**src/rtl/alu_issue_stage.sv**
```systemverilog
// Registered RV32I decode/issue stage feeding the combinational ALU (OP, OP-IMM, LUI, AUIPC).
// Optional operand forwarding is enabled by defining ALU_ISSUE_FORWARD_EN.

`ifndef ALU_OPERATOR_ADD
`define ALU_OPERATOR_ADD  4'd0
`define ALU_OPERATOR_SUB  4'd1
`define ALU_OPERATOR_SLL  4'd2
`define ALU_OPERATOR_SLT  4'd3
`define ALU_OPERATOR_SLTU 4'd4
`define ALU_OPERATOR_XOR  4'd5
`define ALU_OPERATOR_SRL  4'd6
`define ALU_OPERATOR_SRA  4'd7
`define ALU_OPERATOR_OR   4'd8
`endif

module alu_issue_stage #(
    parameter int XLEN    = 32,
    parameter int RADDR_W = 5
) (
    input  logic               clk,
    input  logic               rst,
    input  logic               flush,
    input  logic               in_valid,
    output logic               in_ready,
    input  logic [31:0]        in_instr,
    input  logic [XLEN-1:0]    in_pc,
    input  logic [XLEN-1:0]    rs1_data,
    input  logic [XLEN-1:0]    rs2_data,
`ifdef ALU_ISSUE_FORWARD_EN
    input  logic               fwd_we,
    input  logic [RADDR_W-1:0] fwd_rd,
    input  logic [XLEN-1:0]    fwd_data,
`endif
    output logic               out_valid,
    input  logic               out_ready,
    output logic [3:0]         alu_operator,
    output logic [XLEN-1:0]    alu_operand1,
    output logic [XLEN-1:0]    alu_operand2,
    output logic [RADDR_W-1:0] rd_addr,
    output logic               rd_we,
    output logic               illegal
);

    localparam logic [6:0] OPC_OP    = 7'b0110011;
    localparam logic [6:0] OPC_OPIMM = 7'b0010011;
    localparam logic [6:0] OPC_LUI   = 7'b0110111;
    localparam logic [6:0] OPC_AUIPC = 7'b0010111;
    localparam logic [6:0] F7_ZERO   = 7'b0000000;
    localparam logic [6:0] F7_ALT    = 7'b0100000;

    logic [6:0]      opcode;
    logic [2:0]      funct3;
    logic [6:0]      funct7;
    logic [XLEN-1:0] src1;
    logic [XLEN-1:0] src2;
    logic [XLEN-1:0] imm_i;
    logic [XLEN-1:0] imm_u;
    logic [XLEN-1:0] shamt_r;
    logic [XLEN-1:0] shamt_i;
    logic [3:0]      op_c;
    logic [XLEN-1:0] op1_c;
    logic [XLEN-1:0] op2_c;
    logic            legal_c;
    logic            vld_p1;
    logic            accept;

    assign opcode  = in_instr[6:0];
    assign funct3  = in_instr[14:12];
    assign funct7  = in_instr[31:25];
    assign imm_i   = {{(XLEN-12){in_instr[31]}}, in_instr[31:20]};
    assign imm_u   = {in_instr[31:12], 12'b0};
    assign shamt_i = {{(XLEN-5){1'b0}}, in_instr[24:20]};

`ifdef ALU_ISSUE_FORWARD_EN
    // Forwarded data overrides the regfile read when it targets the same non-zero register.
    assign src1 = (fwd_we && (fwd_rd != '0) && (fwd_rd == in_instr[19:15])) ? fwd_data : rs1_data;
    assign src2 = (fwd_we && (fwd_rd != '0) && (fwd_rd == in_instr[24:20])) ? fwd_data : rs2_data;
`else
    assign src1 = rs1_data;
    assign src2 = rs2_data;
`endif
    assign shamt_r = {{(XLEN-5){1'b0}}, src2[4:0]};

    always_comb begin
        op_c    = `ALU_OPERATOR_ADD;
        op1_c   = '0;
        op2_c   = '0;
        legal_c = 1'b0;
        case (opcode)
            OPC_OP: begin
                op1_c   = src1;
                op2_c   = src2;
                legal_c = (funct7 == F7_ZERO);
                case (funct3)
                    3'b000: begin
                        op_c    = (funct7 == F7_ALT) ? `ALU_OPERATOR_SUB : `ALU_OPERATOR_ADD;
                        legal_c = (funct7 == F7_ZERO) || (funct7 == F7_ALT);
                    end
                    3'b001: begin
                        op_c  = `ALU_OPERATOR_SLL;
                        op2_c = shamt_r;
                    end
                    3'b010: op_c = `ALU_OPERATOR_SLT;
                    3'b011: op_c = `ALU_OPERATOR_SLTU;
                    3'b100: op_c = `ALU_OPERATOR_XOR;
                    3'b101: begin
                        op_c    = (funct7 == F7_ALT) ? `ALU_OPERATOR_SRA : `ALU_OPERATOR_SRL;
                        op2_c   = shamt_r;
                        legal_c = (funct7 == F7_ZERO) || (funct7 == F7_ALT);
                    end
                    3'b110: op_c = `ALU_OPERATOR_OR;
                    default: legal_c = 1'b0;
                endcase
            end
            OPC_OPIMM: begin
                op1_c   = src1;
                op2_c   = imm_i;
                legal_c = 1'b1;
                case (funct3)
                    3'b000: op_c = `ALU_OPERATOR_ADD;
                    3'b001: begin
                        op_c    = `ALU_OPERATOR_SLL;
                        op2_c   = shamt_i;
                        legal_c = (funct7 == F7_ZERO);
                    end
                    3'b010: op_c = `ALU_OPERATOR_SLT;
                    3'b011: op_c = `ALU_OPERATOR_SLTU;
                    3'b100: op_c = `ALU_OPERATOR_XOR;
                    3'b101: begin
                        op_c    = (funct7 == F7_ALT) ? `ALU_OPERATOR_SRA : `ALU_OPERATOR_SRL;
                        op2_c   = shamt_i;
                        legal_c = (funct7 == F7_ZERO) || (funct7 == F7_ALT);
                    end
                    3'b110: op_c = `ALU_OPERATOR_OR;
                    default: legal_c = 1'b0;
                endcase
            end
            OPC_LUI: begin
                op2_c   = imm_u;
                legal_c = 1'b1;
            end
            OPC_AUIPC: begin
                op1_c   = in_pc;
                op2_c   = imm_u;
                legal_c = 1'b1;
            end
            default: legal_c = 1'b0;
        endcase
        // Illegal instructions still issue, but as a harmless ADD of zeros.
        if (!legal_c) begin
            op_c  = `ALU_OPERATOR_ADD;
            op1_c = '0;
            op2_c = '0;
        end
    end

    assign in_ready  = !vld_p1 || out_ready;
    assign accept    = in_valid && in_ready;
    assign out_valid = vld_p1;

    // Issue register boundary
    always_ff @(posedge clk or posedge rst) begin
        if (rst) begin
            vld_p1       <= 1'b0;
            illegal      <= 1'b0;
            rd_we        <= 1'b0;
            rd_addr      <= '0;
            alu_operand1 <= '0;
            alu_operand2 <= '0;
            alu_operator <= `ALU_OPERATOR_ADD;
        end else if (flush) begin
            vld_p1 <= 1'b0;
        end else if (accept) begin
            vld_p1       <= 1'b1;
            illegal      <= !legal_c;
            rd_we        <= legal_c && (in_instr[11:7] != 5'd0);
            rd_addr      <= in_instr[11:7];
            alu_operand1 <= op1_c;
            alu_operand2 <= op2_c;
            alu_operator <= op_c;
        end else if (out_ready) begin
            vld_p1 <= 1'b0;
        end
    end

endmodule

```
**config.mk**
```make
export PLATFORM = sky130hd
export DESIGN_NAME = alu_issue_stage
export DESIGN_NICKNAME = d
export VERILOG_FILES = /design/src/rtl/alu_issue_stage.sv
export SDC_FILE = /design/constraint.sdc
export NUM_CORES = 1
export LEC_CHECK = 0
export ABC_AREA = 1
export CORE_ASPECT_RATIO = 1.75
export CORE_MARGIN = 5
export CORE_UTILIZATION = 44
export DETAILED_ROUTE_END_ITERATION = 16
export PLACE_DENSITY = 0.88
export SLEW_MARGIN = 20
export SYNTH_ARGS = -nofsm -noshare
export SYNTH_HDL_FRONTEND = slang
export SYNTH_SLANG_ARGS = --single-unit
```
**constraint.sdc**
```tcl
create_clock -name clk -period 5.05 [get_ports clk]
set_input_delay 1.2625 -clock clk [delete_from_list [all_inputs] [get_ports clk]]
set_output_delay 1.2625 -clock clk [all_outputs]
set_load 0.005 [all_outputs]
```
==> results of run 1 <==
critical path: stages:
cell and delay, ps:
sky130_fd_sc_hd__clkdlybuf4s50_1 400, sky130_fd_sc_hd__nor2_1 220, sky130_fd_sc_hd__inv_1 80, sky130_fd_sc_hd__clkdlybuf4s50_1 480
cell usage after synthesis:
cell type,number
sky130_fd_sc_hd__buf_2,16
sky130_fd_sc_hd__o21a_1,1
sky130_fd_sc_hd__nand3_2,1
sky130_fd_sc_hd__nand4_1,22
sky130_fd_sc_hd__clkbuf_1,20
sky130_fd_sc_hd__clkinv_1,1
sky130_fd_sc_hd__a21oi_1,16
sky130_fd_sc_hd__nor3_2,2
sky130_fd_sc_hd__nor3_4,1
sky130_fd_sc_hd__nand2_1,321
sky130_fd_sc_hd__inv_2,1
sky130_fd_sc_hd__nor2_1,9
sky130_fd_sc_hd__o21ai_1,1
sky130_fd_sc_hd__nor3_1,3
sky130_fd_sc_hd__or2_0,1
sky130_fd_sc_hd__buf_1,2
sky130_fd_sc_hd__o21ai_0,4
sky130_fd_sc_hd__nor2_2,4
sky130_fd_sc_hd__inv_1,14
sky130_fd_sc_hd__dfrtp_1,76
sky130_fd_sc_hd__nand3_1,84
sky130_fd_sc_hd__buf_4,3
layout make-up:
| type | instances | area, µm² | area share (%) |
|---|---|---|---|
| tap | 122 | 153 | 2.29 |
| timing repair buffer | 217 | 2170 | 32.6 |
| multi-input combinational | 470 | 2030 | 30.4 |
| clock inverter | 6 | 113 | 1.69 |
| sequential | 76 | 1900 | 28.6 |
| inverter | 16 | 62.6 | 0.940 |
| clock buffer | 10 | 229 | 3.44 |
registers in the layout (all words and copies together) (netlist names):
signal,cells
alu_operator,4
rd_we,1
alu_operand2,32
out_valid,1
rd_addr,5
alu_operand1,32
illegal,1
layer usage:
metal	global-route usage [%]	wire length [µm]	up-vias
li1	-	-	2304
met1	28.6	5290	2237
met2	46.7	8180	213
met3	5.77	1070	44
met4	14.8	711	0
met5	0	0	-
metrics by stage:
step                      utilization (%)  total power [W]  hold WS (ps)  instance area (µm²)
after floorplan                         -         0.000689           465                 4150
after global placement               67.3         0.000833           455                 6290
after detailed placement             67.3         0.000836           462                 6290
after CTS                            70.9          0.00157           477                 6630
after global routing                 71.1          0.00162           493                 6650
final                                71.1          0.00156           473                 6650
cells by family after synthesis:
group                  synth area share (%)
AO/OA/AOI/OAI                          2.71
buffers and inverters                  5.91
flip-flops                             45.8
AND/OR/NAND/NOR                        45.5
power by group through the flow:
stage	clock, W	combinational [W]	sequential [W]
6_report	0.000733	0.000206	0.000621
5_1_grt	0.000777	0.000222	0.000622
4_1_cts	0.000748	0.000205	0.000621
3_5_place_dp	0	0.000204	0.000632
3_3_place_gp	0	0.000201	0.000632
2_1_floorplan	0	0.0000562	0.000633
worst max-delay path by stage:
stage	from	end	cells after the start
after floorplan	rst	alu_operand1[0]$_DFFE_PP0P_	1
after global placement	in_instr[1]	alu_operator[2]$_DFFE_PP0P_	11
after detailed placement	in_instr[1]	rd_we$_DFFE_PP0P_	11
after CTS	out_ready	in_ready	4
after global routing	in_instr[0]	alu_operator[0]$_DFFE_PP0P_	11
final	out_ready	in_ready	4
==> summary.txt, run 1 <==
SYNTHESIS
----------------------------------------------------------------------------------------
Share of the synthesized area in the top cell type                                 45.8%
Number of distinct library cells after synthesis                                      22
Synth warnings                                                                         0
Synthesized instance count                                                           603
#FFs+latches synth                                                                    76
Post-synthesis average cell area                                                6.88 µm²
Largest cells by area after synthesis                                       sky130_fd_sc_hd__dfrtp_1 (46%), sky130_fd_sc_hd__nand2_1 (29%), sky130_fd_sc_hd__nand3_1 (10%)
Seq/Total Area, Yosys                                                              45.8%
Synthesized net count                                                                736
Area of the mapped netlist                                                      4150 µm²
Most area-hungry cell type in the Yosys netlist                             sky130_fd_sc_hd__dfrtp_1

WORST SETUP PATH
----------------------------------------------------------------------------------------
Endpoint of the worst register-to-register path                             alu_operand1[26]$_DFFE_PP0P_
Origin of the critical flop-to-flop path                                    out_valid$_DFFE_PP0P_
Critical-path maximum fanout                                                           2
Kind of end point of the critical path                                        output pin
Required time at the endpoint of the critical path                               3790 ps
Worst Path Arrival                                                               2440 ps
Classification of the worst setup path                                      input pin to output pin
Reg2reg setup slack                                                              2880 ps
Worst reg-to-reg path cell count                                                       7
Element type at the critical path start                                        input pin

GRT
----------------------------------------------------------------------------------------
First-pass GRT wire length                                                      24300 µm
Total congestion overflow                                                              0
Global-route usage over all layers                                                 26.3%
Number of antenna violations at the first check in global routing                      0
Vias in the first global route                                                      4896
Largest net degree at the start of global routing                                     64

TIMING
----------------------------------------------------------------------------------------
Tmin final                                                                       3710 ps
Pin slew with the least headroom to its limit                                     997 ps
Setup total negative slack                                                          0 ps
Number of pins with negative max-slew slack in the final report                        0
PnR worst setup slack                                                            1340 ps
RSZ-0062 raised after global routing                                                  no
Clock Skew                                                                       8.28 ps
Top achievable clock speed                                                       270 MHz
Portion of the clock cycle consumed by the worst path in the final layout          73.4%
Hold Violations, Final                                                                 0
Worst slew slack as a fraction of its limit                                        33.2%
Endpoints failing setup                                                                0

FINISH
----------------------------------------------------------------------------------------
Share of post-route cells with drive strength above 1                              4.40%
Final non-filler cell total                                                          917
Net count, final                                                                     923
Filler Cells Inserted                                                                748
Most frequent standard cell in the layout excluding fill and tap cells      sky130_fd_sc_hd__nand2_1
Synthesis-to-layout area growth                                                    60.3%
Antenna diode count                                                                    0
Leading cell types in the layout, fill and taps excluded                    sky130_fd_sc_hd__nand2_1 (321), sky130_fd_sc_hd__clkdlybuf4s50_1 (209), sky130_fd_sc_hd__nand3_1 (84)

HOLD PATH
----------------------------------------------------------------------------------------
Class of the most critical hold timing path                                 flop to flop
Worst hold stages                                                                      2
End point of the most critical hold path                                    alu_operand1[10]$_DFFE_PP0P_
Hold Startpoint                                                             alu_operand1[10]$_DFFE_PP0P_

POWER
----------------------------------------------------------------------------------------
Static leakage power                                                             3.25 nW
Cell area power density                                                       235 nW/µm²
Internal Power                                                                 0.00122 W
Combinational fraction of design power                                             13.2%
Relative contribution of sequential cells to total power                           39.8%
Net switching power                                                           0.000342 W
Switching share of total power                                                     21.9%
Maximum vdd ir drop                                                             0.159 mV
Clk network pwr share                                                              47.0%

RUN
----------------------------------------------------------------------------------------
Max_cap viols                                                                          0

DETAILED ROUTING
----------------------------------------------------------------------------------------
Overall via count from detail_route                                                 4798
Count of TritonRoute iterations in the first routing pass                              5
First-iteration detailed-routing DRC count                                           215
Remaining antenna violation count after routing                                        0
WL final                                                                        15200 µm
DRC viols                                                                              0
Wire length per cell                                                             16.6 µm
Detailed-route vias per instance                                                    5.23

PLACED DESIGN
----------------------------------------------------------------------------------------
HPWL after detailed placement                                                   11400 µm
Final Wtd Congestion                                                               0.968
Placed Cells incl. Taps                                                              900
Count of port buffers added during placement                                         209
Post-Place Worst Slack                                                           1160 ps

FLOORPLANNING
----------------------------------------------------------------------------------------
Initial core utilization                                                           44.4%
Horiz. Die Dim                                                                   83.4 µm
Vertical extent of the die                                                        138 µm
Area of the core region                                                         9350 µm²
Floorplan row count                                                                   47
Die Area                                                                       11500 µm²
IO Count                                                                             210

CLOCKING
----------------------------------------------------------------------------------------
Reg clk slew, reported paths                                                       50 ps
Post-CTS Resized                                                                       0
Number of buffers inserted to repair setup after CTS                                   0
H-Tree Level Count                                                                     3
CTS buffer count                                                                       9
Clock root buffer                                                           sky130_fd_sc_hd__clkbuf_16
Hold buffer count at cts                                                               0
Clock latency reported for the late side of the worst-skew pair                   330 ps
Total number of clock tree sinks                                                      76
Buffer levels on the longest clock path                                                2
TritonCTS clock tree                                                               built

STATUS
----------------------------------------------------------------------------------------
Result of the run                                                           finished clean

Power figures use the tool's default switching activity.
==> run 2, diff against run 1 <==
- CORE_UTILIZATION: 44 -> 41
- PLACE_DENSITY: 0.88 -> 0.83
- clock period: 5.05 -> 3.88 ns (I/O delays scaled with it)
==> run 2 against run 1 <==
  * Final area grew 0.77%
  * Setup slack lost 630 ps
  * Combinational power grew 34%
  * Critical path depth is the same
  * Sequential share of layout area shrank 0.22 points
  * Worst hold slack gained 5.3 ps
  * Critical path type unchanged
  * Sequential cell count is the same
==> summary.txt, run 2 (synthesis results as in run 1) <==
DETAILED ROUTING
----------------------------------------------------------------------------------------
WL final                                                                        16000 µm   +4.8%
Detailed-route vias per instance                                                    5.33   +1.8%
Remaining antenna violation count after routing                                        0   unchanged
Overall via count from detail_route                                                 4938   +2.9%
Wire length per cell                                                             17.2 µm   +3.7%
First-iteration detailed-routing DRC count                                           294   +37%
DRC viols                                                                              0   unchanged
Count of TritonRoute iterations in the first routing pass                              6   +1

PLACED DESIGN
----------------------------------------------------------------------------------------
HPWL after detailed placement                                                   11900 µm   +4.5%
Post-Place Worst Slack                                                            570 ps   -587 ps
Count of port buffers added during placement                                         209   unchanged
Placed Cells incl. Taps                                                              910   +1.1%
Final Wtd Congestion                                                               0.930   -3.9%

CLOCKING
----------------------------------------------------------------------------------------
TritonCTS clock tree                                                               built
Reg clk slew, reported paths                                                       60 ps   about the same
H-Tree Level Count                                                                     3   unchanged
Hold buffer count at cts                                                               0   unchanged
Clock root buffer                                                           sky130_fd_sc_hd__clkbuf_16
Post-CTS Resized                                                                       0   unchanged
Total number of clock tree sinks                                                      76   unchanged
Clock latency reported for the late side of the worst-skew pair                   340 ps   about the same
CTS buffer count                                                                       9   unchanged
Buffer levels on the longest clock path                                                2   unchanged
Number of buffers inserted to repair setup after CTS                                   0   unchanged

GRT
----------------------------------------------------------------------------------------
Global-route usage over all layers                                                 25.6%   -0.71 points
First-pass GRT wire length                                                      24800 µm   +1.8%
Total congestion overflow                                                              0   unchanged
Top Usage Layer GRT                                                                 met2
Global routing met1 resource utilization                                           27.4%   -1.2 points
Met3 track utilization from global routing                                         4.73%   -1.0 points
Grt met2 use                                                                       46.1%   -0.63 points
Number of antenna violations at the first check in global routing                      1   +1
Largest net degree at the start of global routing                                     77   +20%
Vias in the first global route                                                      4966   +1.4%

TIMING
----------------------------------------------------------------------------------------
Worst hold slack across all endpoints                                             478 ps   +5.26 ps
RSZ-0062 raised after global routing                                                  no
Hold Violations, Final                                                                 0   unchanged
Clock Skew                                                                       9.93 ps   +1.65 ps
Top achievable clock speed                                                       316 MHz
Setup total negative slack                                                          0 ps   unchanged
Portion of the clock cycle consumed by the worst path in the final layout          81.6%
Number of pins with negative max-slew slack in the final report                        0   unchanged
PnR worst setup slack                                                             713 ps   -631 ps
Worst slew slack as a fraction of its limit                                        33.5%   +0.39 points
Pin slew with the least headroom to its limit                                     991 ps   -5.75 ps
Endpoints failing setup                                                                0   unchanged
Tmin final                                                                       3170 ps

POWER
----------------------------------------------------------------------------------------
Static leakage power                                                             3.28 nW   +0.93%
Internal Power                                                                 0.00159 W   +30%
Net switching power                                                           0.000462 W   +35%
Combinational fraction of design power                                             13.5%   +0.3 points
Cell area power density                                                       305 nW/µm²   +30%
Switching share of total power                                                     22.6%   +0.62 points
Relative contribution of sequential cells to total power                           39.5%   -0.3 points
Maximum vdd ir drop                                                             0.243 mV   +53%
Clk network pwr share                                                              46.9%   about the same

FINISH
----------------------------------------------------------------------------------------
Share of post-route cells with drive strength above 1                              5.24%   +0.84 points
Leading registers by flop count                                             alu_operand1 x32, alu_operand2 x32, rd_addr x5
Net count, final                                                                     929   +0.65%
Leading cell types in the layout, fill and taps excluded                    sky130_fd_sc_hd__nand2_1 (321), sky130_fd_sc_hd__clkdlybuf4s50_1 (209), sky130_fd_sc_hd__nand3_1 (84)
Most frequent standard cell in the layout excluding fill and tap cells      sky130_fd_sc_hd__nand2_1
Synthesis-to-layout area growth                                                    61.6%
Final non-filler cell total                                                          927   +1.1%

FLOORPLANNING
----------------------------------------------------------------------------------------
Floorplan row count                                                                   48   +2.1%
Vertical extent of the die                                                        143 µm   +3.3%
IO Count                                                                             210   unchanged
Initial core utilization                                                           41.9%   -2.5 points
Area of the core region                                                         9910 µm²   +6.0%
Die Area                                                                       12300 µm²   +6.6%
Horiz. Die Dim                                                                   86.0 µm   +3.2%

WORST SETUP PATH
----------------------------------------------------------------------------------------
Required time at the endpoint of the critical path                               2910 ps   -880 ps
Critical-path maximum fanout                                                           2   unchanged
Element type at the critical path start                                        input pin
Worst Path Arrival                                                               2200 ps   -240 ps
Kind of end point of the critical path                                        output pin
Classification of the worst setup path                                      input pin to output pin

RUN
----------------------------------------------------------------------------------------
Max_cap viols                                                                          0   unchanged

HOLD PATH
----------------------------------------------------------------------------------------
Class of the most critical hold timing path                                 flop to flop

STATUS
----------------------------------------------------------------------------------------
Result of the run                                                           finished clean

run 2: changes by cell type in the layout (fill, tap and decap cells not counted), sizes merged:
cell      change
clkbuf        -1
inv           +1
diode         +1
buf           +6
clkinvlp      +2
clkinv        -2
run 2: metrics by stage:
| step | cell area, µm² | util (%) | total power [W] |
|---|---|---|---|
| 6_report | 6700 | 67.7 | 0.00205 |
| 5_1_grt | 6700 | 67.7 | 0.00212 |
| 4_1_cts | 6700 | 67.6 | 0.00207 |
| 3_5_place_dp | 6360 | 64.2 | 0.00110 |
| 3_3_place_gp | 6360 | 64.2 | 0.00109 |
| 2_1_floorplan | 4150 | - | 0.000897 |
run 2: worst max-delay path, stage by stage:
cell and delay [ps]:
sky130_fd_sc_hd__clkdlybuf4s50_1 410, sky130_fd_sc_hd__nor2_1 240, sky130_fd_sc_hd__inv_1 90, sky130_fd_sc_hd__clkdlybuf4s50_1 490
run 2: power groups by stage:
stage               clock [W]  combinational (W)  sequential, W
finish               0.000961           0.000277       0.000809
global route          0.00101           0.000294       0.000810
CTS                  0.000981           0.000276       0.000809
detailed placement          0           0.000275       0.000823
global placement            0           0.000271       0.000822
floorplan                   0          0.0000731       0.000824
run 2: final cells by class:
class                   count  area, µm²
diodes                      1       2.50
clock buffers               9        225
clock inverters             7        115
fillers                   841       3210
inverters                  16       61.3
multi-input cells         470       2020
flip-flops and latches     76       1900
well taps                 125        156
repair buffers            223       2220
run 2: layer usage:
layer	vias up	part of all wire (%)	wire [µm]
li1	2313	-	-
met1	2280	34	5440
met2	274	52	8350
met3	71	7.7	1230
met4	0	6.0	956
met5	-	0	0
run 2: path summary, 6_finish.rpt:
path | from | end | slack, ps | cells past startpoint
hold reg to reg | rd_addr[3]$_DFFE_PP0P_ | rd_addr[3]$_DFFE_PP0P_ | 480 | 2
min in group asynchronous | rst | alu_operand1[20]$_DFFE_PP0P_ | 1040 | 3
hold / removal | rd_addr[3]$_DFFE_PP0P_ | rd_addr[3]$_DFFE_PP0P_ | 480 | 2
setup reg to reg | out_valid$_DFFE_PP0P_ | alu_operand1[10]$_DFFE_PP0P_ | 1740 | 9
setup / recovery | out_ready | in_ready | 710 | 4
max in group asynchronous | rst | alu_operand2[13]$_DFFE_PP0P_ | 2520 | 3
==> run 3, diff against run 2 <==
- clock period: 3.88 -> 3 ns (I/O delays scaled with it)
==> run 3 against run 2 <==
  * Worst hold slack got worse by 4.4 ps
  * Global-route usage fell by 0.38 points
  * Via count fell by 1.5%
  * Routed wire length fell by 2.0%
  * Final area fell by 0.30%
  * Core utilization fell by 0.20 points
  * Sequential share of layout area rose by 0.085 points
  * Cell count did not move
  * Die area did not move
  * Critical path depth did not move
  * Total power rose by 19%
  * Count of clock-buffer cells in the layout rose by 1
==> summary.txt, run 3 (synthesis results as in run 1) <==
WORST SETUP PATH
----------------------------------------------------------------------------------------
Endpoint of the worst register-to-register path                             alu_operand1[5]$_DFFE_PP0P_
Most repeated library cell on the critical path                             sky130_fd_sc_hd__clkdlybuf4s50_1
Crit path max-delay cell type                                               sky130_fd_sc_hd__clkdlybuf4s50_1
List of cells traversed by the critical path                                clkdlybuf4s50_1, nor2_1, inv_1, clkdlybuf4s50_1
Required time at the endpoint of the critical path                               2250 ps   -660 ps
Critical-path maximum fanout                                                           2   unchanged
Element type at the critical path start                                        input pin
Kind of end point of the critical path                                        output pin
Classification of the worst setup path                                      input pin to output pin
Reg2reg setup slack                                                              1340 ps   -400 ps
Crit path largest cell delay                                                      480 ps   about the same
Worst Path Arrival                                                               1960 ps   -240 ps
Buffering stage count on the worst path with inverters included                        3   unchanged
Gate family responsible for the most delay along the worst path             buffers and inverters
Worst reg-to-reg path cell count                                                       8   -1
Origin of the critical flop-to-flop path                                    out_valid$_DFFE_PP0P_

TIMING
----------------------------------------------------------------------------------------
Worst slew slack as a fraction of its limit                                        58.6%   +25 points
PnR worst setup slack                                                             287 ps   -426 ps
Tmin final                                                                       2710 ps
RSZ-0062 raised after global routing                                                  no
Endpoints failing setup                                                                0   unchanged
Top achievable clock speed                                                       369 MHz
Hold Violations, Final                                                                 0   unchanged
Clock Skew                                                                       5.14 ps   -4.79 ps
Pin slew with the least headroom to its limit                                     620 ps   -371 ps
Number of pins with negative max-slew slack in the final report                        0   unchanged
Setup total negative slack                                                          0 ps   unchanged
Portion of the clock cycle consumed by the worst path in the final layout          90.4%

FINISH
----------------------------------------------------------------------------------------
Antenna diode count                                                                    0   -1
Most frequent standard cell in the layout excluding fill and tap cells      sky130_fd_sc_hd__nand2_1
Synthesis-to-layout area growth                                                    61.1%
Leading registers by flop count                                             alu_operand1 x32, alu_operand2 x32, rd_addr x5
Net count, final                                                                     931   +0.22%
Leading cell types in the layout, fill and taps excluded                    sky130_fd_sc_hd__nand2_1 (321), sky130_fd_sc_hd__clkdlybuf4s50_1 (209), sky130_fd_sc_hd__nand3_1 (84)
Share of post-route cells with drive strength above 1                              5.24%   -0.0065 points

POWER
----------------------------------------------------------------------------------------
Cell area power density                                                       365 nW/µm²   +20%
Maximum vdd ir drop                                                             0.283 mV   +16%
Static leakage power                                                             3.28 nW   -0.12%

STATUS
----------------------------------------------------------------------------------------
Result of the run                                                           finished clean

DETAILED ROUTING
----------------------------------------------------------------------------------------
WL final                                                                        15700 µm   -2.0%
Detailed-route vias per instance                                                    5.24   -1.5%
DRC viols                                                                              0   unchanged
Wire length per cell                                                             16.9 µm   -2.0%
Overall via count from detail_route                                                 4862   -1.5%
Remaining antenna violation count after routing                                        0   unchanged
First-iteration detailed-routing DRC count                                           263   -11%
Count of TritonRoute iterations in the first routing pass                              5   -1

PLACED DESIGN
----------------------------------------------------------------------------------------
Count of port buffers added during placement                                         209   unchanged
Post-Place Worst Slack                                                            230 ps   -341 ps
HPWL after detailed placement                                                   11900 µm   about the same
Final Wtd Congestion                                                               0.907   -2.4%

CLOCKING
----------------------------------------------------------------------------------------
Total number of clock tree sinks                                                      76   unchanged
Hold buffer count at cts                                                               0   unchanged
TritonCTS clock tree                                                               built
Number of buffers inserted to repair setup after CTS                                   0   unchanged
Buffer levels on the longest clock path                                                2   unchanged
H-Tree Level Count                                                                     3   unchanged
Reg clk slew, reported paths                                                       60 ps   about the same
Post-CTS Resized                                                                       0   unchanged
CTS buffer count                                                                       9   unchanged
Clock latency reported for the late side of the worst-skew pair                   320 ps   -20 ps
Clock root buffer                                                           sky130_fd_sc_hd__clkbuf_16

GRT
----------------------------------------------------------------------------------------
First-pass GRT wire length                                                      24400 µm   -1.4%
Global-route usage over all layers                                                 25.3%   -0.38 points
Vias in the first global route                                                      4963   -0.060%
Number of antenna violations at the first check in global routing                      0   -1
Largest net degree at the start of global routing                                     62   -19%
Total congestion overflow                                                              0   unchanged

HOLD PATH
----------------------------------------------------------------------------------------
End point of the most critical hold path                                    rd_addr[2]$_DFFE_PP0P_
Hold Startpoint                                                             rd_addr[2]$_DFFE_PP0P_
Class of the most critical hold timing path                                 flop to flop
Worst hold stages                                                                      2   unchanged

RUN
----------------------------------------------------------------------------------------
Max_cap viols                                                                          0   unchanged

FLOORPLANNING
----------------------------------------------------------------------------------------
Vertical extent of the die                                                        143 µm   unchanged
Floorplan row count                                                                   48   unchanged
Area of the core region                                                         9910 µm²   unchanged
Die Area                                                                       12300 µm²   unchanged
Initial core utilization                                                           41.9%   unchanged
Horiz. Die Dim                                                                   86.0 µm   unchanged
IO Count                                                                             210   unchanged

run 3: cell types whose count changed in the layout (fill, tap and decap cells not counted):
cell                         delta
sky130_fd_sc_hd__clkbuf_1       +1
sky130_fd_sc_hd__clkinv_2       +1
sky130_fd_sc_hd__buf_12         +2
sky130_fd_sc_hd__diode_2        -1
sky130_fd_sc_hd__clkinvlp_4     -2
sky130_fd_sc_hd__bufinv_16      -2
sky130_fd_sc_hd__clkinv_4       +1
run 3: worst max path at each step:
stage	start	end	slack, ps	cells after the start
after floorplan	rst	alu_operand1[0]$_DFFE_PP0P_	310	1
after detailed placement	in_instr[1]	alu_operand1[6]$_DFFE_PP0P_	230	11
after CTS	out_ready	in_ready	280	4
final	out_ready	in_ready	290	4
after global routing	out_ready	in_ready	250	4
after global placement	in_instr[1]	alu_operand1[19]$_DFFE_PP0P_	270	11
run 3: cell type report:
cell class                 instances  area [µm²]
inverter                          16        61.3
multi-input combinational        470        2020
timing repair buffer             225        2260
fill                             839        3230
sequential                        76        1900
clock buffer                      10         229
tap                              125         156
clock inverter                     5        53.8
run 3: tightest hold or removal path: stages, from the launching register on:
cell and delay [ps]:
sky130_fd_sc_hd__dfrtp_1 340, sky130_fd_sc_hd__nand2_1 50, sky130_fd_sc_hd__nand2_1 50
run 3: report_power, final:
group | total [W] | internal [W] | switching (W)
Sequential | 0.00105 | 0.00104 | 0.00000706
Combinational | 0.000357 | 0.000204 | 0.000153
Clock | 0.00104 | 0.000636 | 0.000403
run 3: layer usage:
layer	share of wire (%)	GRT usage (%)
met1	34	27.6
met2	53	45.3
met3	7.1	4.33
met4	5.3	14.3
met5	0	0
run 3: per-stage QoR:
stage / cells / power (W) / hold slack (ps) / area [µm²] / util [%]
floorplan: 603 / 0.00116 / 465 / 4150 / -
global placement: 912 / 0.00141 / 455 / 6400 / 64.6
detailed placement: 912 / 0.00142 / 463 / 6400 / 64.6
CTS: 927 / 0.00246 / 473 / 6680 / 67.4
global route: 927 / 0.00253 / 496 / 6680 / 67.4
finish: 927 / 0.00244 / 474 / 6680 / 67.4
